--- src/rtl/char_pkg.sv ---
// Shared character class codes and ASCII boundaries.
// Used by the FIFO and by the downstream char detector.
package char_pkg;

    typedef enum logic [1:0] {
        CLS_OTHER  = 2'b00,
        CLS_DIGIT  = 2'b01,
        CLS_LETTER = 2'b10,
        CLS_SPACE  = 2'b11
    } char_class_e;

    localparam logic [7:0] ASCII_0     = 8'h30;
    localparam logic [7:0] ASCII_9     = 8'h39;
    localparam logic [7:0] ASCII_UC_A  = 8'h41;
    localparam logic [7:0] ASCII_UC_Z  = 8'h5A;
    localparam logic [7:0] ASCII_LC_A  = 8'h61;
    localparam logic [7:0] ASCII_LC_Z  = 8'h7A;
    localparam logic [7:0] ASCII_SPACE = 8'h20;

    localparam int CHAR_W  = 8;
    localparam int CLASS_W = 2;
    localparam int ENTRY_W = CHAR_W + CLASS_W;

endpackage

--- src/rtl/char_classify.sv ---
// Combinational ASCII classifier: digit, letter, space or other.
// Shared with the char detector so both agree on class codes.
module char_classify
    import char_pkg::*;
(
    input  logic [7:0] ch,
    output logic [1:0] cls
);

    logic is_digit;
    logic is_upper;
    logic is_lower;
    logic is_space;

    assign is_digit = (ch >= ASCII_0) && (ch <= ASCII_9);
    assign is_upper = (ch >= ASCII_UC_A) && (ch <= ASCII_UC_Z);
    assign is_lower = (ch >= ASCII_LC_A) && (ch <= ASCII_LC_Z);
    assign is_space = (ch == ASCII_SPACE);

    always_comb begin
        cls = CLS_OTHER;
        unique case (1'b1)
            is_digit:            cls = CLS_DIGIT;
            is_upper, is_lower:  cls = CLS_LETTER;
            is_space:            cls = CLS_SPACE;
            default:             cls = CLS_OTHER;
        endcase
    end

endmodule

--- src/rtl/char_class_fifo.sv ---
// Show-ahead FIFO that tags each character with its class on write.
// Flush clears all entries synchronously and wins over push/pop.
module char_class_fifo
    import char_pkg::*;
#(
    parameter int DEPTH = 4
) (
    input  logic                       clk,
    input  logic                       reset,
    input  logic                       flush,
    input  logic                       in_valid,
    input  logic [7:0]                 in_char,
    output logic                       in_ready,
    output logic                       out_valid,
    output logic [7:0]                 out_char,
    output logic [1:0]                 out_class,
    input  logic                       out_ready,
    output logic [$clog2(DEPTH):0]     count
);

    localparam int AW = $clog2(DEPTH);
    localparam logic [AW:0] FULL_CNT = (AW + 1)'(DEPTH);

    logic [ENTRY_W-1:0] mem [DEPTH];
    logic [AW-1:0]      wr_ptr;
    logic [AW-1:0]      rd_ptr;
    logic [1:0]         in_class;
    logic               push;
    logic               pop;

    char_classify u_classify (
        .ch  (in_char),
        .cls (in_class)
    );

    // Ready depends only on occupancy, never on the pop side.
    assign in_ready  = (count != FULL_CNT);
    assign out_valid = (count != '0);
    assign push      = in_valid && in_ready;
    assign pop       = out_valid && out_ready;

    assign out_char  = mem[rd_ptr][CHAR_W-1:0];
    assign out_class = mem[rd_ptr][ENTRY_W-1:CHAR_W];

    always_ff @(posedge clk) begin
        if (push && !flush) begin
            mem[wr_ptr] <= {in_class, in_char};
        end
    end

    always_ff @(posedge clk or posedge reset) begin
        if (reset) begin
            wr_ptr <= '0;
            rd_ptr <= '0;
            count  <= '0;
        end else if (flush) begin
            wr_ptr <= '0;
            rd_ptr <= '0;
            count  <= '0;
        end else begin
            if (push) begin
                wr_ptr <= wr_ptr + 1'b1;
            end
            if (pop) begin
                rd_ptr <= rd_ptr + 1'b1;
            end
            if (push && !pop) begin
                count <= count + 1'b1;
            end else if (pop && !push) begin
                count <= count - 1'b1;
            end
        end
    end

endmodule

--- config.mk ---
export PLATFORM = sky130hd
export DESIGN_NAME = char_class_fifo
export DESIGN_NICKNAME = d
export VERILOG_FILES = /design/src/rtl/char_pkg.sv /design/src/rtl/char_classify.sv /design/src/rtl/char_class_fifo.sv
export SDC_FILE = /design/constraint.sdc
export NUM_CORES = 1
export LEC_CHECK = 0
export CORE_ASPECT_RATIO = 0.5
export CORE_MARGIN = 1
export CORE_UTILIZATION = 45
export DETAILED_ROUTE_END_ITERATION = 8
export GPL_TIMING_DRIVEN = 0
export PLACE_DENSITY = 0.76
export SLEW_MARGIN = 10
export SYNTH_ARGS = -nofsm -noshare
export SYNTH_HDL_FRONTEND = slang
export SYNTH_SLANG_ARGS = --single-unit
--- constraint.sdc ---
create_clock -name clk -period 2.7 [get_ports clk]
set_input_delay 0.27 -clock clk [delete_from_list [all_inputs] [get_ports clk]]
set_output_delay 0.27 -clock clk [all_outputs]
set_load 0.01 [all_outputs]
==> results_tabular.tex <==
\begin{tabular}{lr}
\hline
Metric & Value \\
\hline
\multicolumn{2}{l}{\textbf{Status}} \\
\quad Outcome & finished, final reports clean \\
\multicolumn{2}{l}{\textbf{Flow run}} \\
\quad Count of max-cap constraint violations & 0 \\
\multicolumn{2}{l}{\textbf{Yosys}} \\
\quad Post-Syn Area & $\sim$2000 um2 \\
\quad Complex-gate fraction of the synthesized area & under 10\% \\
\quad Main combinational cell family by area after synthesis & multiplexers \\
\quad Syn Inst Count & between 100 and 150 \\
\quad Count of different cell masters after synthesis & 27 \\
\quad Share of synthesized cell area in and, or, nand and nor gates & under 10\% \\
\quad Mean instance size in the synthesized netlist & approximately 16 um2 \\
\quad Synth top area share & around three fifths \\
\quad Share of synthesized area spent on multiplexers & roughly an eighth \\
\quad Cell accounting for the most synthesized area & edfxtp\_1 \\
\quad Part of the Yosys area used for sequential elements & between 60\% and 70\% \\
\quad Dominant cells by area after synthesis & edfxtp\_1 (60\%), mux4\_2 (11\%), dfrtp\_1 (8.8\%) \\
\quad Synthesized net count & 140 \\
\quad Post-synthesis xor/xnor area fraction & 2.189\% \\
\quad Synth warnings & 0 \\
\quad Post-synthesis register bit count & 47 \\
\quad Adder and majority gate portion of the synthesized area & 3.502\% \\
\multicolumn{2}{l}{\textbf{Die}} \\
\quad Horiz. Die Dim & $\sim$96 um \\
\quad Std cell rows & 16 \\
\quad I/O pin count & 28 \\
\quad Die H & 49.15 um \\
\quad Area of the die & 4733 um2 \\
\quad Initial core utilization & between 40\% and 50\% \\
\quad Core Area & about 4100 um2 \\
\multicolumn{2}{l}{\textbf{Global route}} \\
\quad Total gr overflow & 0 \\
\quad Via count of the first global-routing pass & 1063 \\
\quad Total routing usage reported by global routing & 16.07\% \\
\quad Antenna violations before repair & 0 \\
\quad Maximum number of pins on one net before global-route repair & 17 \\
\quad Wire length of the first global-routing pass & 5.340 mm \\
\multicolumn{2}{l}{\textbf{Critical path}} \\
\quad CP arrival & between 2 and 2.5 ns \\
\quad Type of the setup path with the least slack & flip-flop to output port \\
\quad Beginning of the worst register-to-register path & count[2] \\
\quad Cell at the slowest stage of the critical path & mux4\_2 \\
\quad Crit path launch type & flip-flop \\
\quad Cells on worst reg2reg path & 8 \\
\quad Critical path startpoint & rd\_ptr[0] \\
\quad Worst Setup EP & out\_char[2] \\
\quad Worst flop-to-flop path endpoint & count[2] \\
\quad Cells traversed along the worst timing path & buf\_2 > mux4\_2 > clkdlybuf4s50\_1 \\
\quad Endpoint class of the critical path & output port \\
\quad Largest incremental delay on the critical path & $\sim$0.56 ns \\
\quad Required time of the worst setup path & between 2 and 2.5 ns \\
\quad Register-to-register setup slack & 0.49 ns \\
\quad Crit-path max FO & 10 \\
\multicolumn{2}{l}{\textbf{Clock tree}} \\
\quad Number of H-tree levels & 2 \\
\quad CTS clock-pin slew for the worst setup and hold paths & $\sim$0.080 ns \\
\quad Max Root-Sink Buffers & 2 \\
\quad Clock sink count & 47 \\
\quad Number of resized instances in the post-cts repair step & 0 \\
\quad Post CTS Setup Buffer Count & 0 \\
\quad CTS tree & built \\
\quad Total clock buffers created by CTS & 5 \\
\quad Insertion delay of the later-clocked pin in the worst-skew pair & approximately 0.31 ns \\
\quad Master cell of the clock root buffer & clkbuf\_8 \\
\quad Number of hold buffers added after CTS & 0 \\
\multicolumn{2}{l}{\textbf{Finish}} \\
\quad Most used cells in the layout excluding fill and tap cells & edfxtp\_1 (40), clkdlybuf4s50\_1 (26), nor2\_1 (12) \\
\quad Number of cells in the finished layout apart from fillers & 210 \\
\quad Layout area overhead & 22.20\% \\
\quad Fraction of layout cells with a size suffix above 1 & 13.46\% \\
\quad Most common cell after layout, fill and taps aside & edfxtp\_1 \\
\quad Flip-flop and latch area & approximately 1400 um2 \\
\quad Total inserted antenna cells & 0 \\
\quad Count of filler cells inserted in the layout & $\sim$330 \\
\quad Area of the multi-input gates & just under 600 um2 \\
\quad Post-layout net count & roughly 170 \\
\multicolumn{2}{l}{\textbf{Pwr}} \\
\quad Relative contribution of the clock network to total power & 24.0\% \\
\quad Net switching power & between 0.6 and 0.7 mW \\
\quad Sequential group share of total power & 43.0\% \\
\quad Switching portion of total power & 28.58\% \\
\quad Max rail drop VDD & approximately 0.43 mV \\
\quad Power density over the cells & around 880 nW/um2 \\
\quad Combinational group share of total power & around 33\% \\
\quad Int Pwr & 1.542 mW \\
\quad Static leakage & 0.8369 nW \\
\multicolumn{2}{l}{\textbf{Timing}} \\
\quad Setup TNS & 0 ns \\
\quad Fin. Hold Viols & 0 \\
\quad Timing-limited maximum frequency & $\sim$420 MHz \\
\quad Final critical-path required period & roughly 2.4 ns \\
\quad Setup skew after layout & 0.01250 ns \\
\quad Total setup violations reported at the end of the flow & 0 \\
\quad Tightest Pin Transition & $\sim$0.65 ns \\
\quad RSZ-0062 raised after global routing & no \\
\quad Final slew viol count & 0 \\
\quad Relative slew margins & around 57\% \\
\quad Hold\_ws & around 0.22 ns \\
\quad Post-route fraction of the period consumed by the critical path & between 80\% and 90\% \\
\multicolumn{2}{l}{\textbf{Drt}} \\
\quad Detailed Route Iter0 Violations & 60 \\
\quad Wirelength per Cell & approximately 16 um \\
\quad DRC violations left & 0 \\
\quad Routed WL & $\sim$3.3 mm \\
\quad Antenna-violating nets left & 0 \\
\quad Via-to-Cell Ratio & between 5 and 6 \\
\quad Initial DRT Pass Iterations & 4 \\
\quad Via count & between 1000 and 1500 \\
\multicolumn{2}{l}{\textbf{Place}} \\
\quad Placer congestion estimate & around 0.72 \\
\quad Number of input and output port buffers inserted & 26 \\
\quad Number of placed instances, taps included & about 200 \\
\quad Half-perimeter wire length after placement & 2.258 mm \\
\multicolumn{2}{l}{\textbf{Min path}} \\
\quad Class of the tightest hold or removal check & input port to async pin \\
\hline
\end{tabular}
## sequential cells by signal, summed over array words and instances, names as in the netlist
| signal | cells |
|---|---|
| wr_ptr | 2 |
| mem | 40 |
| count | 3 |
| rd_ptr | 2 |
## metrics by stage
| step | util, % | power [mW] | worst slack (ns) | cell area, um2 |
|---|---|---|---|---|
| after detailed placement | 57.02 | 1.664 | 0.2879 | 2328 |
| after global placement | 57.02 | 1.650 | 0.3895 | 2328 |
| after global routing | 59.87 | 2.282 | 0.1745 | 2445 |
| after floorplan | - | 1.359 | 0.5972 | 2001 |
| final | 59.87 | 2.160 | 0.3023 | 2445 |
| after CTS | 59.87 | 2.182 | 0.2699 | 2445 |
## Yosys cell counts (all sizes together)
library cell,number
xor2,3
nand2,7
o21ai,4
mux4,10
or4,1
xnor2,2
nand2b,1
dfrtp,7
or3b,2
or3,1
buf,1
o21a,1
a21oi,4
and2,4
mux2i,1
nor2,12
a211oi,1
nand3,3
a31oi,1
fa,1
edfxtp,40
ha,4
inv,5
clkbuf,2
nor2b,3
a221oi,1
## metal layers
layer	global-route usage [%]	share of wire, %
met3	6.075	5.4
met1	21.32	45
met5	0	0
met2	24.70	49
met4	5.147	1.4
## cell type report
class | instances | area share, %
Sequential cell | 47 | 56.29
Multi-Input combinational cell | 67 | 24.26
Timing Repair Buffer | 26 | 10.64
Clock buffer | 5 | 2.815
Tap cell | 54 | 2.764
Clock inverter | 3 | 1.945
Inverter | 5 | 0.7677
Buffer | 3 | 0.5118
## critical path: cells and delay by family (launching register included)
kind	cells	cell delay, ns
multiplexers	1	0.56
buffers and inverters	2	0.86
flip-flops	1	0.41
## power by group through the flow
stage	clock network, mW	logic (mW)	registers, mW
after floorplan	0	0.421	0.937
after global placement	0	0.708	0.942
after detailed placement	0	0.718	0.946
after CTS	0.529	0.723	0.930
after global routing	0.566	0.775	0.940
final	0.517	0.714	0.928
## worst min-delay path by stage
stage / from / endpoint / slack (ns) / depth (start not counted)
6_report: reset / count[0] / 0.22 / 2
5_1_grt: reset / wr_ptr[0] / 0.23 / 2
4_1_cts: reset / count[0] / 0.23 / 2
3_5_place_dp: reset / count[0] / 0.55 / 2
3_3_place_gp: reset / count[0] / 0.53 / 2
2_1_floorplan: reset / count[0] / 0.07 / 1
## cells by family after synthesis
| group | count (synthesis) |
|---|---|
| mux | 11 |
| compound gates | 12 |
| simple gates | 34 |
| flops | 47 |
| xor+xnor | 5 |
| buf+inv | 8 |
| fa+ha+maj | 5 |
Note: power is estimated with default switching activity, not from simulation.
